**src/rtl/pipelined_cla_addsub_if.sv**
```systemverilog
// Valid/ready operand and result bundle for the pipelined carry-lookahead adder/subtractor.
// The master drives operands and out_ready; the slave (the adder) returns the result and flags.
interface pipelined_cla_addsub_if #(
  parameter int WIDTH = 16
);
  logic             in_valid;
  logic             in_ready;
  logic [WIDTH-1:0] a;
  logic [WIDTH-1:0] b;
  logic             carryIn;
  logic             sub;
  logic             out_valid;
  logic             out_ready;
  logic [WIDTH-1:0] sum;
  logic             carryOut;
  logic             overflow;
  logic             zero;

  modport master (
    output in_valid, a, b, carryIn, sub, out_ready,
    input  in_ready, out_valid, sum, carryOut, overflow, zero
  );

  modport slave (
    input  in_valid, a, b, carryIn, sub, out_ready,
    output in_ready, out_valid, sum, carryOut, overflow, zero
  );
endinterface

```
**src/rtl/pipelined_cla_addsub.sv**
```systemverilog
// Pipelined carry-lookahead adder/subtractor: one BLOCK-bit lookahead group per stage,
// group carry registered between stages, single global advance for full backpressure.
module pipelined_cla_addsub #(
  parameter int WIDTH = 16,
  parameter int BLOCK = 4
) (
  input  logic                   clk,
  input  logic                   rst,
  pipelined_cla_addsub_if.slave  bus
);

  localparam int NSTAGE = WIDTH / BLOCK;

  generate
    if ((BLOCK < 1) || (BLOCK > 8) || ((WIDTH % BLOCK) != 0)) begin : g_bad_params
      $error("pipelined_cla_addsub: WIDTH must be a multiple of BLOCK and BLOCK must be 1..8");
    end
  endgenerate

  // Full lookahead expansion: each carry is a sum of products of g/p and cin, no ripple through c[i].
  function automatic logic [BLOCK:0] lookahead(input logic [BLOCK-1:0] p,
                                               input logic [BLOCK-1:0] g,
                                               input logic             cin);
    logic [BLOCK:0] c;
    logic           term;
    c    = {(BLOCK+1){1'b0}};
    c[0] = cin;
    for (int i = 0; i < BLOCK; i++) begin
      term = cin;
      for (int j = 0; j <= i; j++) begin
        term = term & p[j];
      end
      c[i+1] = term;
      for (int j = 0; j <= i; j++) begin
        term = g[j];
        for (int m = j + 1; m <= i; m++) begin
          term = term & p[m];
        end
        c[i+1] = c[i+1] | term;
      end
    end
    return c;
  endfunction

  // Resolves group k of the operands; returns {overflow_of_group, carry_out, updated_sum}.
  function automatic logic [WIDTH+1:0] group_add(input logic [WIDTH-1:0] ga,
                                                 input logic [WIDTH-1:0] gbx,
                                                 input logic [WIDTH-1:0] gs,
                                                 input logic             gcin,
                                                 input int               k);
    logic [BLOCK-1:0] p;
    logic [BLOCK-1:0] g;
    logic [BLOCK:0]   cy;
    logic [WIDTH-1:0] s;
    p  = ga[k*BLOCK +: BLOCK] ^ gbx[k*BLOCK +: BLOCK];
    g  = ga[k*BLOCK +: BLOCK] & gbx[k*BLOCK +: BLOCK];
    cy = lookahead(p, g, gcin);
    s  = gs;
    s[k*BLOCK +: BLOCK] = p ^ cy[BLOCK-1:0];
    return {cy[BLOCK] ^ cy[BLOCK-1], cy[BLOCK], s};
  endfunction

  logic [WIDTH-1:0]  a_r  [NSTAGE];
  logic [WIDTH-1:0]  bx_r [NSTAGE];
  logic [WIDTH-1:0]  s_r  [NSTAGE];
  logic [NSTAGE-1:0] c_r;
  logic [NSTAGE-1:0] v_r;
  logic              ovf_r;
  logic              zero_r;

  logic [WIDTH-1:0]  a_s  [NSTAGE];
  logic [WIDTH-1:0]  bx_s [NSTAGE];
  logic [WIDTH-1:0]  s_s  [NSTAGE];
  logic [NSTAGE-1:0] c_s;
  logic [NSTAGE-1:0] v_s;
  logic [WIDTH-1:0]  bx_in_s;
  logic [WIDTH+1:0]  res_s;
  logic              adv_s;

  assign adv_s         = ~v_r[NSTAGE-1] | bus.out_ready;
  assign bus.in_ready  = adv_s;
  assign bus.out_valid = v_r[NSTAGE-1];
  assign bus.sum       = s_r[NSTAGE-1];
  assign bus.carryOut  = c_r[NSTAGE-1];
  assign bus.overflow  = ovf_r;
  assign bus.zero      = zero_r;

  // Next-state of every stage: stage 0 from the bus, stage k from stage k-1's registers.
  always_comb begin
    if (bus.sub) begin
      bx_in_s = ~bus.b;
    end else begin
      bx_in_s = bus.b;
    end
    res_s    = group_add(bus.a, bx_in_s, {WIDTH{1'b0}}, bus.carryIn ^ bus.sub, 0);
    a_s[0]   = bus.a;
    bx_s[0]  = bx_in_s;
    s_s[0]   = res_s[WIDTH-1:0];
    c_s      = {NSTAGE{1'b0}};
    v_s      = {NSTAGE{1'b0}};
    c_s[0]   = res_s[WIDTH];
    v_s[0]   = bus.in_valid & adv_s;
    for (int k = 1; k < NSTAGE; k++) begin
      res_s   = group_add(a_r[k-1], bx_r[k-1], s_r[k-1], c_r[k-1], k);
      a_s[k]  = a_r[k-1];
      bx_s[k] = bx_r[k-1];
      s_s[k]  = res_s[WIDTH-1:0];
      c_s[k]  = res_s[WIDTH];
      v_s[k]  = v_r[k-1];
    end
  end

  // Pipeline registers; everything, valid bits included, holds while the output is stalled.
  always_ff @(posedge clk or posedge rst) begin
    if (rst) begin
      for (int k = 0; k < NSTAGE; k++) begin
        a_r[k]  <= {WIDTH{1'b0}};
        bx_r[k] <= {WIDTH{1'b0}};
        s_r[k]  <= {WIDTH{1'b0}};
      end
      c_r    <= {NSTAGE{1'b0}};
      v_r    <= {NSTAGE{1'b0}};
      ovf_r  <= 1'b0;
      zero_r <= 1'b0;
    end else if (adv_s) begin
      for (int k = 0; k < NSTAGE; k++) begin
        a_r[k]  <= a_s[k];
        bx_r[k] <= bx_s[k];
        s_r[k]  <= s_s[k];
      end
      c_r    <= c_s;
      v_r    <= v_s;
      // res_s holds the final group's result after the stage loop
      ovf_r  <= res_s[WIDTH+1];
      zero_r <= ~|s_s[NSTAGE-1];
    end
  end

endmodule

```
**src/flat_wrapper.sv**
```systemverilog
// flat-port wrapper written by rule: the top's interface ports become plain ports
module pipelined_cla_addsub_flat 
#(
  parameter int WIDTH = 16,
  parameter int BLOCK = 4
)
  (clk, rst, bus_in_valid, bus_a, bus_b, bus_carryIn, bus_sub, bus_out_ready, bus_in_ready, bus_out_valid, bus_sum, bus_carryOut, bus_overflow, bus_zero);
  pipelined_cla_addsub_if #(.WIDTH(WIDTH)) bus_i ();
  input  logic clk;
  input  logic rst;
  input wire logic [$bits(bus_i.in_valid)-1:0] bus_in_valid;
  input wire logic [$bits(bus_i.a)-1:0] bus_a;
  input wire logic [$bits(bus_i.b)-1:0] bus_b;
  input wire logic [$bits(bus_i.carryIn)-1:0] bus_carryIn;
  input wire logic [$bits(bus_i.sub)-1:0] bus_sub;
  input wire logic [$bits(bus_i.out_ready)-1:0] bus_out_ready;
  output wire logic [$bits(bus_i.in_ready)-1:0] bus_in_ready;
  output wire logic [$bits(bus_i.out_valid)-1:0] bus_out_valid;
  output wire logic [$bits(bus_i.sum)-1:0] bus_sum;
  output wire logic [$bits(bus_i.carryOut)-1:0] bus_carryOut;
  output wire logic [$bits(bus_i.overflow)-1:0] bus_overflow;
  output wire logic [$bits(bus_i.zero)-1:0] bus_zero;
  assign bus_i.in_valid = bus_in_valid;
  assign bus_i.a = bus_a;
  assign bus_i.b = bus_b;
  assign bus_i.carryIn = bus_carryIn;
  assign bus_i.sub = bus_sub;
  assign bus_i.out_ready = bus_out_ready;
  assign bus_in_ready = bus_i.in_ready;
  assign bus_out_valid = bus_i.out_valid;
  assign bus_sum = bus_i.sum;
  assign bus_carryOut = bus_i.carryOut;
  assign bus_overflow = bus_i.overflow;
  assign bus_zero = bus_i.zero;
  pipelined_cla_addsub #(.WIDTH(WIDTH), .BLOCK(BLOCK)) u_core (.clk(clk), .rst(rst), .bus(bus_i));
endmodule
```
**config.mk**
```make
export PLATFORM = sky130hd
export DESIGN_NAME = pipelined_cla_addsub_flat
export DESIGN_NICKNAME = d
export VERILOG_FILES = /design/src/rtl/pipelined_cla_addsub_if.sv /design/src/rtl/pipelined_cla_addsub.sv /design/src/flat_wrapper.sv
export SDC_FILE = /design/constraint.sdc
export NUM_CORES = 1
export LEC_CHECK = 0
export BUFFER_PORTS_ARGS = -buffer_cell sky130_fd_sc_hd__buf_2
export CAP_MARGIN = 20
export CORE_MARGIN = 8
export CORE_UTILIZATION = 55
export CTS_BUF_LIST = sky130_fd_sc_hd__clkbuf_2 sky130_fd_sc_hd__clkbuf_4 sky130_fd_sc_hd__clkbuf_8
export CTS_CLUSTER_DIAMETER = 80
export DETAILED_ROUTE_END_ITERATION = 10
export PLACE_DENSITY = 0.87
export SLEW_MARGIN = 0
export SYNTH_ARGS = -nofsm -noshare
export SYNTH_HDL_FRONTEND = slang
export SYNTH_SLANG_ARGS = --single-unit
export TNS_END_PERCENT = 5
```
**constraint.sdc**
```tcl
create_clock -name clk -period 9.9 [get_ports clk]
set_clock_uncertainty 0.05 [all_clocks]
set_input_delay 1.98 -clock clk [delete_from_list [all_inputs] [get_ports clk]]
set_output_delay 1.98 -clock clk [all_outputs]
set_load 0.02 [all_outputs]
```
==> results.json, run 1 <==
{
  "n_antenna_cell": 0,
  "power.switching_mw": 0.567,
  "swShare_pct": 37.8,
  "rrSetupSlack_ns": 7.52,
  "min_delay_path_depth": 2,
  "cts_hold_buf": 0,
  "finalPower_mw": 1.50,
  "fillerInstances": 687,
  "h-tree-depth": 3,
  "cts_resized": 0,
  "yosysUniqueCellTypes": 26,
  "grt_pass1_wl_um": 13500,
  "grt_pass1_vias": 3117,
  "portBuffers": 58,
  "period_share_pct": 53.4,
  "antenna_left": 0,
  "crit_path_max_fanout": 118,
  "cp-startpoint": "bus_out_ready",
  "root_buffer": "clkbuf_8",
  "hold_end": "u_core.v_r[2]$_DFFE_PP0N_",
  "drtPass1Iterations": 5,
  "drc": 0,
  "clkPwrFrac_pct": 17.1,
  "fin_crit_ns": 5.28,
  "core_mm2": 0.00809,
  "p_leak_nw": 2.54,
  "cts_tree": "built",
  "async_flop_share_pct": 100,
  "yosys.cell_count.top_type": "nand2_1",
  "setup_viol": 0,
  "routed_via_density": 4.92,
  "cp-end-kind": "output pin",
  "finalSetupTns_ns": 0,
  "synth-main-ff-cell": "dfrtp_1",
  "crit_arrival_ns": 3.25,
  "grt_max_degree": 119,
  "place.gp.congestion": 0.774,
  "required_ns": 7.87,
  "min_from": "u_core.v_r[2]$_DFFE_PP0N_",
  "synth_common_cells": "nand2_1 (222), dfrtp_1 (98), buf_4 (20), ha_1 (20)",
  "p_seq_share_pct": 45.6,
  "regToRegStartpoint": "u_core.v_r[3]$_DFFE_PP0N_",
  "startpoint_type": "input pin",
  "powerDensity_mw_per_mm2": 306,
  "ff2ff_path_depth": 7,
  "antenna_found_initial": 0,
  "yosys-top-cells-area": "dfrtp_1 (54%), nand2_1 (19%), ha_1 (5.6%)",
  "hold_viol_final": 0,
  "clock_latency_ns": 0.36,
  "synth_cells": 479,
  "final_layout_size_suffix_gt1_share_pct": 15.5,
  "comb_power_share_pct": 37.3,
  "p_int_mw": 0.932,
  "vias": 3061,
  "cts-buffers-inserted": 9,
  "worstMarginPinSlew_ns": 1.06,
  "pin_count": 59,
  "syn_nets": 541,
  "seqCellArea_mm2": 0.00245,
  "nets": 574,
  "synth-seq-cells": 98,
  "overflow": 0,
  "post_cts_buffers": 0,
  "area.growth.synth_to_final_pct": 8.84,
  "start_util_pct": 55.6,
  "fmax_mhz": 189,
  "synth_top_area_share_pct": 54.5,
  "slew_headroom_pct": 29.0,
  "clockBufferDepth": 2,
  "drt_iter0_drc": 175,
  "status": "completed",
  "yosysSeqAreaShare_pct": 54.5,
  "rsz0062_at_grt": "no",
  "critical_path_class": "input pin to output pin",
  "clk_pin_slew_worst_paths_ns": 0.09,
  "wl_per_cell_um": 12.5,
  "hpwl_um": 5410,
  "layout.cells.non_filler": 622,
  "multi_input_area_mm2": 0.00178,
  "fp.dieW_um": 106,
  "synth_warnings": 0,
  "slew_viol_final": 0,
  "dp_cells": 606,
  "synth_edf_count": 0,
  "hold_class": "register to register",
  "rows": 33,
  "maxCapViolations": 0,
  "syn_area_per_cell_um2": 9.40,
  "ir_worst_vdd_mv": 0.118,
  "die_y_um": 106,
  "clkSinkCount": 98,
  "synth_area_mm2": 0.00450,
  "wirelength_um": 7780,
  "rr_endpoint": "u_core.bus.zero$_DFFE_PP0N_",
  "synth_top_area_cell": "dfrtp_1",
  "grt_util_all_layers_pct": 14.5,
  "die-area_mm2": 0.0113
}
layer usage:
| layer | global-route usage, % | share of wire, % | wire [µm] | vias up |
|---|---|---|---|---|
| met3 | 4.66 | 5.5 | 431 | 11 |
| met2 | 24.4 | 49 | 3790 | 52 |
| met5 | 0 | 0 | 0 | - |
| met4 | 5.83 | 2.1 | 162 | 0 |
| met1 | 16.8 | 44 | 3400 | 1439 |
| li1 | - | - | - | 1559 |
per-stage QoR:
step | util (%) | worst slack, ns | hold slack (ns) | area, µm²
after floorplan | - | 5.31 | 0.380 | 4500
after global placement | 58.0 | 4.62 | 0.390 | 4700
after detailed placement | 58.0 | 4.61 | 0.398 | 4700
after CTS | 60.6 | 4.60 | 0.418 | 4900
after global routing | 60.6 | 4.47 | 0.441 | 4900
final | 60.6 | 4.62 | 0.414 | 4900
flip-flops by register name, indices dropped and copies added, names as in the netlist:
register             flops
u_core.bx_r             24
u_core.v_r               4
u_core.c_r               4
u_core.s_r              12
u_core.res_s            12
u_core.bus.sum          16
u_core.bus.zero          1
u_core.bus.overflow      1
u_core.a_r              24
worst max path at each step:
stage,end,slack [ns],depth (start not counted)
after floorplan,u_core.a_r[28]$_DFFE_PP0N_,5.31,1
after global placement,bus_in_ready,4.62,5
after detailed placement,bus_in_ready,4.61,5
after CTS,bus_in_ready,4.60,5
after global routing,bus_in_ready,4.47,5
final,bus_in_ready,4.62,5
kinds of logic (layout without fill, tap and decap cells):
family / count (synthesis) / in the layout / synth area share [%]
DFF: 98 / 98 / 54.5
muxes: 1 / 1 / 0.222
xor gates and xnor gates: 23 / 23 / 4.47
buffers and inverters: 44 / 82 / 6.20
AOI/OAI and AO/OA: 44 / 44 / 6.20
and+or+nand+nor: 245 / 245 / 21.1
adders and majority gates: 24 / 24 / 7.34
critical path: stages:
cell and delay, ns:
buf_2 0.11, nor2b_4 0.09, buf_4 0.78, inv_2 0.07, buf_2 0.20
cells in the final DEF, fill, tap and decap left out:
master and instances:
mux2i_1 1, buf_2 58, a21oi_1 6, ha_1 20, bufinv_16 1, buf_4 3, xnor2_1 17, clkbuf_8 11
o31a_1 3, nand2_1 222, clkinvlp_4 1, nor2b_4 1, o21a_1 10, o21ai_0 17, nand2b_1 5, inv_4 1
nor2_1 7, inv_1 3, inv_2 1, xor2_1 6, clkinv_2 3, fa_1 4, o31ai_1 6, nand4_1 1
nor4_1 2, nor3_1 7, dfrtp_1 98, a32o_1 1, o211ai_1 1
power by group through the flow:
stage               clock (mW)  combinational [mW]  sequential (mW)
floorplan                    0               0.487            0.672
global placement             0               0.538            0.684
detailed placement           0               0.563            0.693
CTS                      0.266               0.568            0.684
global route             0.281               0.641            0.710
finish                   0.257               0.558            0.684
cell type report:
| class | count | area share (%) |
|---|---|---|
| Sequential cell | 98 | 50.0 |
| Tap cell | 105 | 2.68 |
| Clock inverter | 5 | 1.07 |
| Clock buffer | 11 | 3.09 |
| Multi-Input combinational cell | 337 | 36.3 |
| Inverter | 5 | 0.434 |
| Timing Repair Buffer | 61 | 6.38 |
Note: power is estimated with default switching activity, not from simulation.
==> run 2, diff against run 1 <==
- CORE_UTILIZATION: 55 -> 54
- PLACE_DENSITY: 0.87 -> 0.88
- clock period: 9.9 -> 4.5 ns (I/O delays scaled with it)
==> run 2 against run 1 <==
Effect of this change:
- register-to-register slack got worse by 4.9 ns
- critical path type is now input pin to register
- sequential share of layout area rose by 0.064 points
- flip-flop and latch count did not move
- clock-buffer cell count rose by 2
==> results.json, run 2 (synthesis results as in run 1) <==
{
  "clockBufferDepth": 2,
  "hpwl_um": 5650,
  "final_util_pct": 60.2,
  "cts_hold_buf": 0,
  "crit_path_max_incr_delay_ns": 0.37,
  "cts-buffers-inserted": 9,
  "crit_family": "compound AO/OA/AOI/OAI gates",
  "pin_count": 59,
  "cts_tree": "built",
  "clk_pin_slew_worst_paths_ns": 0.09,
  "comb_power_share_pct": 37.3,
  "vias": 3109,
  "setup_viol": 0,
  "clock_latency_ns": 0.36,
  "fmax_mhz": 387,
  "startpoint_type": "input pin",
  "routed_via_density": 5.01,
  "hold_viol_final": 0,
  "status": "completed",
  "grt_util_all_layers_pct": 15.3,
  "maxCapViolations": 0,
  "p_int_mw": 2.05,
  "fillerInstances": 679,
  "setup_slack_ns": 1.91,
  "required_ns": 4.70,
  "nets": 574,
  "finalSetupTns_ns": 0,
  "p_seq_share_pct": 45.6,
  "ir_worst_vdd_mv": 0.204,
  "clkPwrFrac_pct": 17.1,
  "critical_path_class": "input pin to register",
  "drc": 0,
  "cp-end-kind": "register",
  "period_share_pct": 57.5,
  "post_cts_buffers": 0,
  "drtPass1Iterations": 5,
  "power.switching_mw": 1.26,
  "worstMarginPinSlew_ns": 1.04,
  "fp.dieW_um": 107,
  "start_util_pct": 55.4,
  "finalPower_mw": 3.31,
  "core_mm2": 0.00813,
  "powerDensity_mw_per_mm2": 677,
  "clkSinkCount": 98,
  "portBuffers": 58,
  "rsz0062_at_grt": "no",
  "swShare_pct": 38.0,
  "crit_path_max_fanout": 17,
  "hold_class": "register to register",
  "die_y_um": 107,
  "path_buf_inv": 1,
  "grt_max_degree": 118,
  "area.growth.synth_to_final_pct": 8.70,
  "antenna_left": 0,
  "path_cells": "buf_2, xor2_1, ha_1, ha_1, o21a_1, o21a_1, o21a_1, o31a_1",
  "final_layout_size_suffix_gt1_share_pct": 15.3,
  "final_cell_mix": "nand2_1 (222), dfrtp_1 (98), buf_2 (58)",
  "grt_pass1_wl_um": 14200,
  "drt_iter0_drc": 126,
  "cp_common_cell": "o21a_1",
  "wirelength_um": 8150,
  "rows": 33,
  "wl_per_cell_um": 13.1,
  "n_antenna_cell": 0,
  "h-tree-depth": 3,
  "fin_crit_ns": 2.59,
  "antenna_found_initial": 0,
  "slew_viol_final": 0,
  "p_leak_nw": 2.54,
  "die-area_mm2": 0.0115,
  "seqCellArea_mm2": 0.00245,
  "multi_input_area_mm2": 0.00178,
  "slew_headroom_pct": 30.7,
  "root_buffer": "clkbuf_8",
  "post-place-ws_ns": 1.53,
  "final_common_cell": "nand2_1",
  "grt_pass1_vias": 3185,
  "hold_slack_ns": 0.411,
  "cts_resized": 0,
  "overflow": 0,
  "cpMaxStageDelayCell": "buf_2",
  "crit_arrival_ns": 2.79,
  "place.gp.congestion": 0.797
}
run 2: metal layers:
layer / wire, µm / up-vias / GRT usage (%)
li1: - / 1559 / -
met1: 3640 / 1472 / 18.2
met2: 4010 / 66 / 25.7
met3: 339 / 12 / 3.47
met4: 163 / 0 / 7.04
met5: 0 / - / 0
run 2: metrics by stage:
stage,cells,area (µm²)
after floorplan,479,4500
after global placement,606,4700
after detailed placement,606,4700
after CTS,621,4890
after global routing,621,4890
final,621,4890
run 2: worst reg2reg max path, stage by stage (launching register included):
cell	delay, ns
dfrtp_1	0.43
ha_1	0.31
ha_1	0.19
o21a_1	0.18
o21a_1	0.20
o21a_1	0.20
o31a_1	0.24
run 2: path summary, 6_finish.rpt:
check                                            start                          to  slack [ns]  cells past startpoint
max reg2reg                u_core.bx_r[52]$_DFFE_PP0N_   u_core.c_r[1]$_DFFE_PP0N_        2.59                      6
min                          u_core.v_r[2]$_DFFE_PP0N_   u_core.v_r[2]$_DFFE_PP0N_        0.41                      2
max in group asynchronous                          rst  u_core.s_r[35]$_DFFE_PP0N_        2.87                      3
max                                            bus_sub   u_core.c_r[0]$_DFFE_PP0N_        1.91                      8
min reg2reg                  u_core.v_r[2]$_DFFE_PP0N_   u_core.v_r[2]$_DFFE_PP0N_        0.41                      2
min in group asynchronous                          rst   u_core.v_r[1]$_DFFE_PP0N_        0.63                      2
run 2: cell type report:
| type | count | area share [%] |
|---|---|---|
| clock buffer | 13 | 3.27 |
| clock inverter | 2 | 0.767 |
| inverter | 5 | 0.435 |
| multi-input combinational | 337 | 36.3 |
| sequential | 98 | 50.1 |
| tap | 105 | 2.68 |
| timing repair buffer | 61 | 6.39 |
run 2: power by group through the flow:
| stage | Sequential [mW] | Combinational [mW] | Clock (mW) |
|---|---|---|---|
| final | 1.51 | 1.24 | 0.567 |
| after global routing | 1.56 | 1.42 | 0.611 |
| after CTS | 1.51 | 1.26 | 0.579 |
| after global placement | 1.50 | 1.18 | 0 |
| after floorplan | 1.48 | 1.07 | 0 |
| after detailed placement | 1.53 | 1.25 | 0 |
==> run 3, diff against run 2 <==
- CORE_UTILIZATION: 54 -> 55
- PLACE_DENSITY: 0.88 -> 0.87
- clock period: 4.5 -> 2.4 ns (I/O delays scaled with it)
==> run 3 against run 2 <==
Effect of this change:
- global-route usage rose by 0.096 points
- register-to-register slack worse by 2.1 ns
- flip-flop and latch count did not move
- first-iteration DRC count grew 48%
- sequential share of layout area is 0.44 points lower
- wire length decreased by 1.1%
- core utilization grew 0.85 points
- critical path type is now register to output pin
==> results.json, run 3 (synthesis results as in run 1) <==
{
  "antenna_left": 0,
  "place.gp.congestion": 0.793,
  "final_layout_size_suffix_gt1_share_pct": 15.8,
  "power.switching_mw": 2.37,
  "final_cell_mix": "nand2_1 (222), dfrtp_1 (98), buf_2 (58)",
  "grt_util_all_layers_pct": 15.4,
  "crit_path_max_incr_delay_ns": 0.38,
  "fillerInstances": 695,
  "fin_crit_ns": 1.89,
  "status": "completed",
  "antenna_found_initial": 0,
  "fp.dieW_um": 106,
  "routed_via_density": 4.96,
  "cp-startpoint": "u_core.v_r[3]$_DFFE_PP0N_",
  "grt_pass1_wl_um": 14300,
  "clkPwrFrac_pct": 16.6,
  "finalSetupTns_ns": 0,
  "cp-endpoint": "bus_in_ready",
  "crit_arrival_ns": 1.36,
  "area.growth.synth_to_final_pct": 9.67,
  "path_cells": "nor2b_4, inv_2, buf_2",
  "h-tree-depth": 3,
  "ff2ff_path_depth": 6,
  "cp-end-kind": "output pin",
  "p_int_mw": 3.83,
  "grt_max_degree": 118,
  "slew_headroom_pct": 66.8,
  "swShare_pct": 38.2,
  "grt_pass1_vias": 3122,
  "hold_slack_ns": 0.211,
  "wl_per_cell_um": 12.9,
  "core_mm2": 0.00809,
  "wirelength_um": 8060,
  "period_share_pct": 78.9,
  "clock_latency_ns": 0.35,
  "drtPass1Iterations": 4,
  "clkSinkCount": 98,
  "hold_viol_final": 0,
  "final_common_cell": "nand2_1",
  "critical_path_class": "register to output pin",
  "cts_resized": 0,
  "rsz0062_at_grt": "no",
  "rrSetupSlack_ns": 0.52,
  "comb_power_share_pct": 37.6,
  "drc": 0,
  "crit_path_max_fanout": 21,
  "setup_viol": 0,
  "required_ns": 1.87,
  "cts_tree": "built",
  "portBuffers": 58,
  "cpMaxStageDelayCell": "dfrtp_1",
  "post_cts_buffers": 0,
  "p_leak_nw": 2.55,
  "vias": 3098,
  "drt_iter0_drc": 187,
  "die_y_um": 106,
  "multi_input_area_mm2": 0.00178,
  "powerDensity_mw_per_mm2": 1260,
  "fmax_mhz": 528,
  "clk_pin_slew_worst_paths_ns": 0.09,
  "cts_hold_buf": 0,
  "rr_endpoint": "u_core.c_r[1]$_DFFE_PP0N_",
  "startpoint_type": "register",
  "die-area_mm2": 0.0113,
  "cts-buffers-inserted": 9,
  "p_seq_share_pct": 45.8,
  "nets": 577,
  "worstMarginPinSlew_ns": 0.498,
  "root_buffer": "clkbuf_8",
  "maxCapViolations": 0,
  "ir_worst_vdd_mv": 0.415,
  "slew_viol_final": 0,
  "seqCellArea_mm2": 0.00245,
  "pin_count": 59,
  "regToRegStartpoint": "u_core.a_r[52]$_DFFE_PP0N_",
  "start_util_pct": 55.6,
  "overflow": 0,
  "n_antenna_cell": 0,
  "final_util_pct": 61.0,
  "clockBufferDepth": 2,
  "rows": 33,
  "hold_class": "input pin to asynchronous set/reset pin",
  "hpwl_um": 5690
}
==> run 3: changes by cell type in the layout (fill, tap and decap cells not counted) <==
| cell | delta |
|---|---|
| clkinv_2 | +2 |
| buf_4 | +1 |
| buf_12 | +2 |
| clkbuf_4 | -3 |
| inv_4 | -1 |
| clkinvlp_4 | +2 |
==> run 3: critical path, delay by kind of cell, from the launching register on <==
kind	cells	cell delay (ns)
DFF	1	0.38
and+or+nand+nor	1	0.14
buffers and inverters	2	0.50
==> run 3: per-layer routing <==
metal / track usage, % / part of all wire, % / wire length, µm / vias to the layer above
met5: 0 / 0 / 0 / -
met2: 24.3 / 48 / 3860 / 64
met1: 19.4 / 45 / 3630 / 1453
met4: 7.64 / 2.2 / 176 / 0
met3: 3.63 / 4.9 / 392 / 13
li1: - / - / - / 1568
==> run 3: how the worst min path moves through the flow <==
stage | startpoint | endpoint | slack, ns | cells past startpoint
2_1_floorplan | u_core.v_r[2]$_DFFE_PP0N_ | u_core.v_r[2]$_DFFE_PP0N_ | 0.38 | 2
3_3_place_gp | u_core.v_r[2]$_DFFE_PP0N_ | u_core.v_r[2]$_DFFE_PP0N_ | 0.39 | 2
3_5_place_dp | u_core.bus.sum[10]$_DFFE_PP0N_ | u_core.bus.sum[10]$_DFFE_PP0N_ | 0.40 | 2
4_1_cts | rst | u_core.c_r[1]$_DFFE_PP0N_ | 0.23 | 3
5_1_grt | rst | u_core.bus.sum[6]$_DFFE_PP0N_ | 0.24 | 3
6_report | rst | u_core.bus.sum[6]$_DFFE_PP0N_ | 0.21 | 3
==> run 3: layout make-up <==
cell class,count,area share (%)
Clock buffer,10,2.79
Clock inverter,5,1.11
Inverter,5,0.456
Multi-Input combinational cell,337,36.0
Sequential cell,98,49.7
Tap cell,105,2.66
Timing Repair Buffer,64,7.30
==> run 3: power by group through the flow <==
stage,combinational (mW),sequential [mW],clock (mW)
final,2.33,2.84,1.03
after global placement,2.25,2.82,0
after CTS,2.37,2.84,1.05
after floorplan,2.01,2.77,0
after global routing,2.69,2.94,1.12
after detailed placement,2.36,2.87,0
==> run 3: metrics by stage <==
| step | worst slack, ns | power, mW | instance area [µm²] | cells |
|---|---|---|---|---|
| floorplan | 0.0443 | 4.78 | 4510 | 479 |
| global placement | 0.249 | 5.07 | 4750 | 609 |
| detailed placement | 0.181 | 5.23 | 4750 | 609 |
| CTS | 0.483 | 6.26 | 4940 | 624 |
| global route | 0.407 | 6.75 | 4940 | 624 |
| finish | 0.506 | 6.20 | 4940 | 624 |
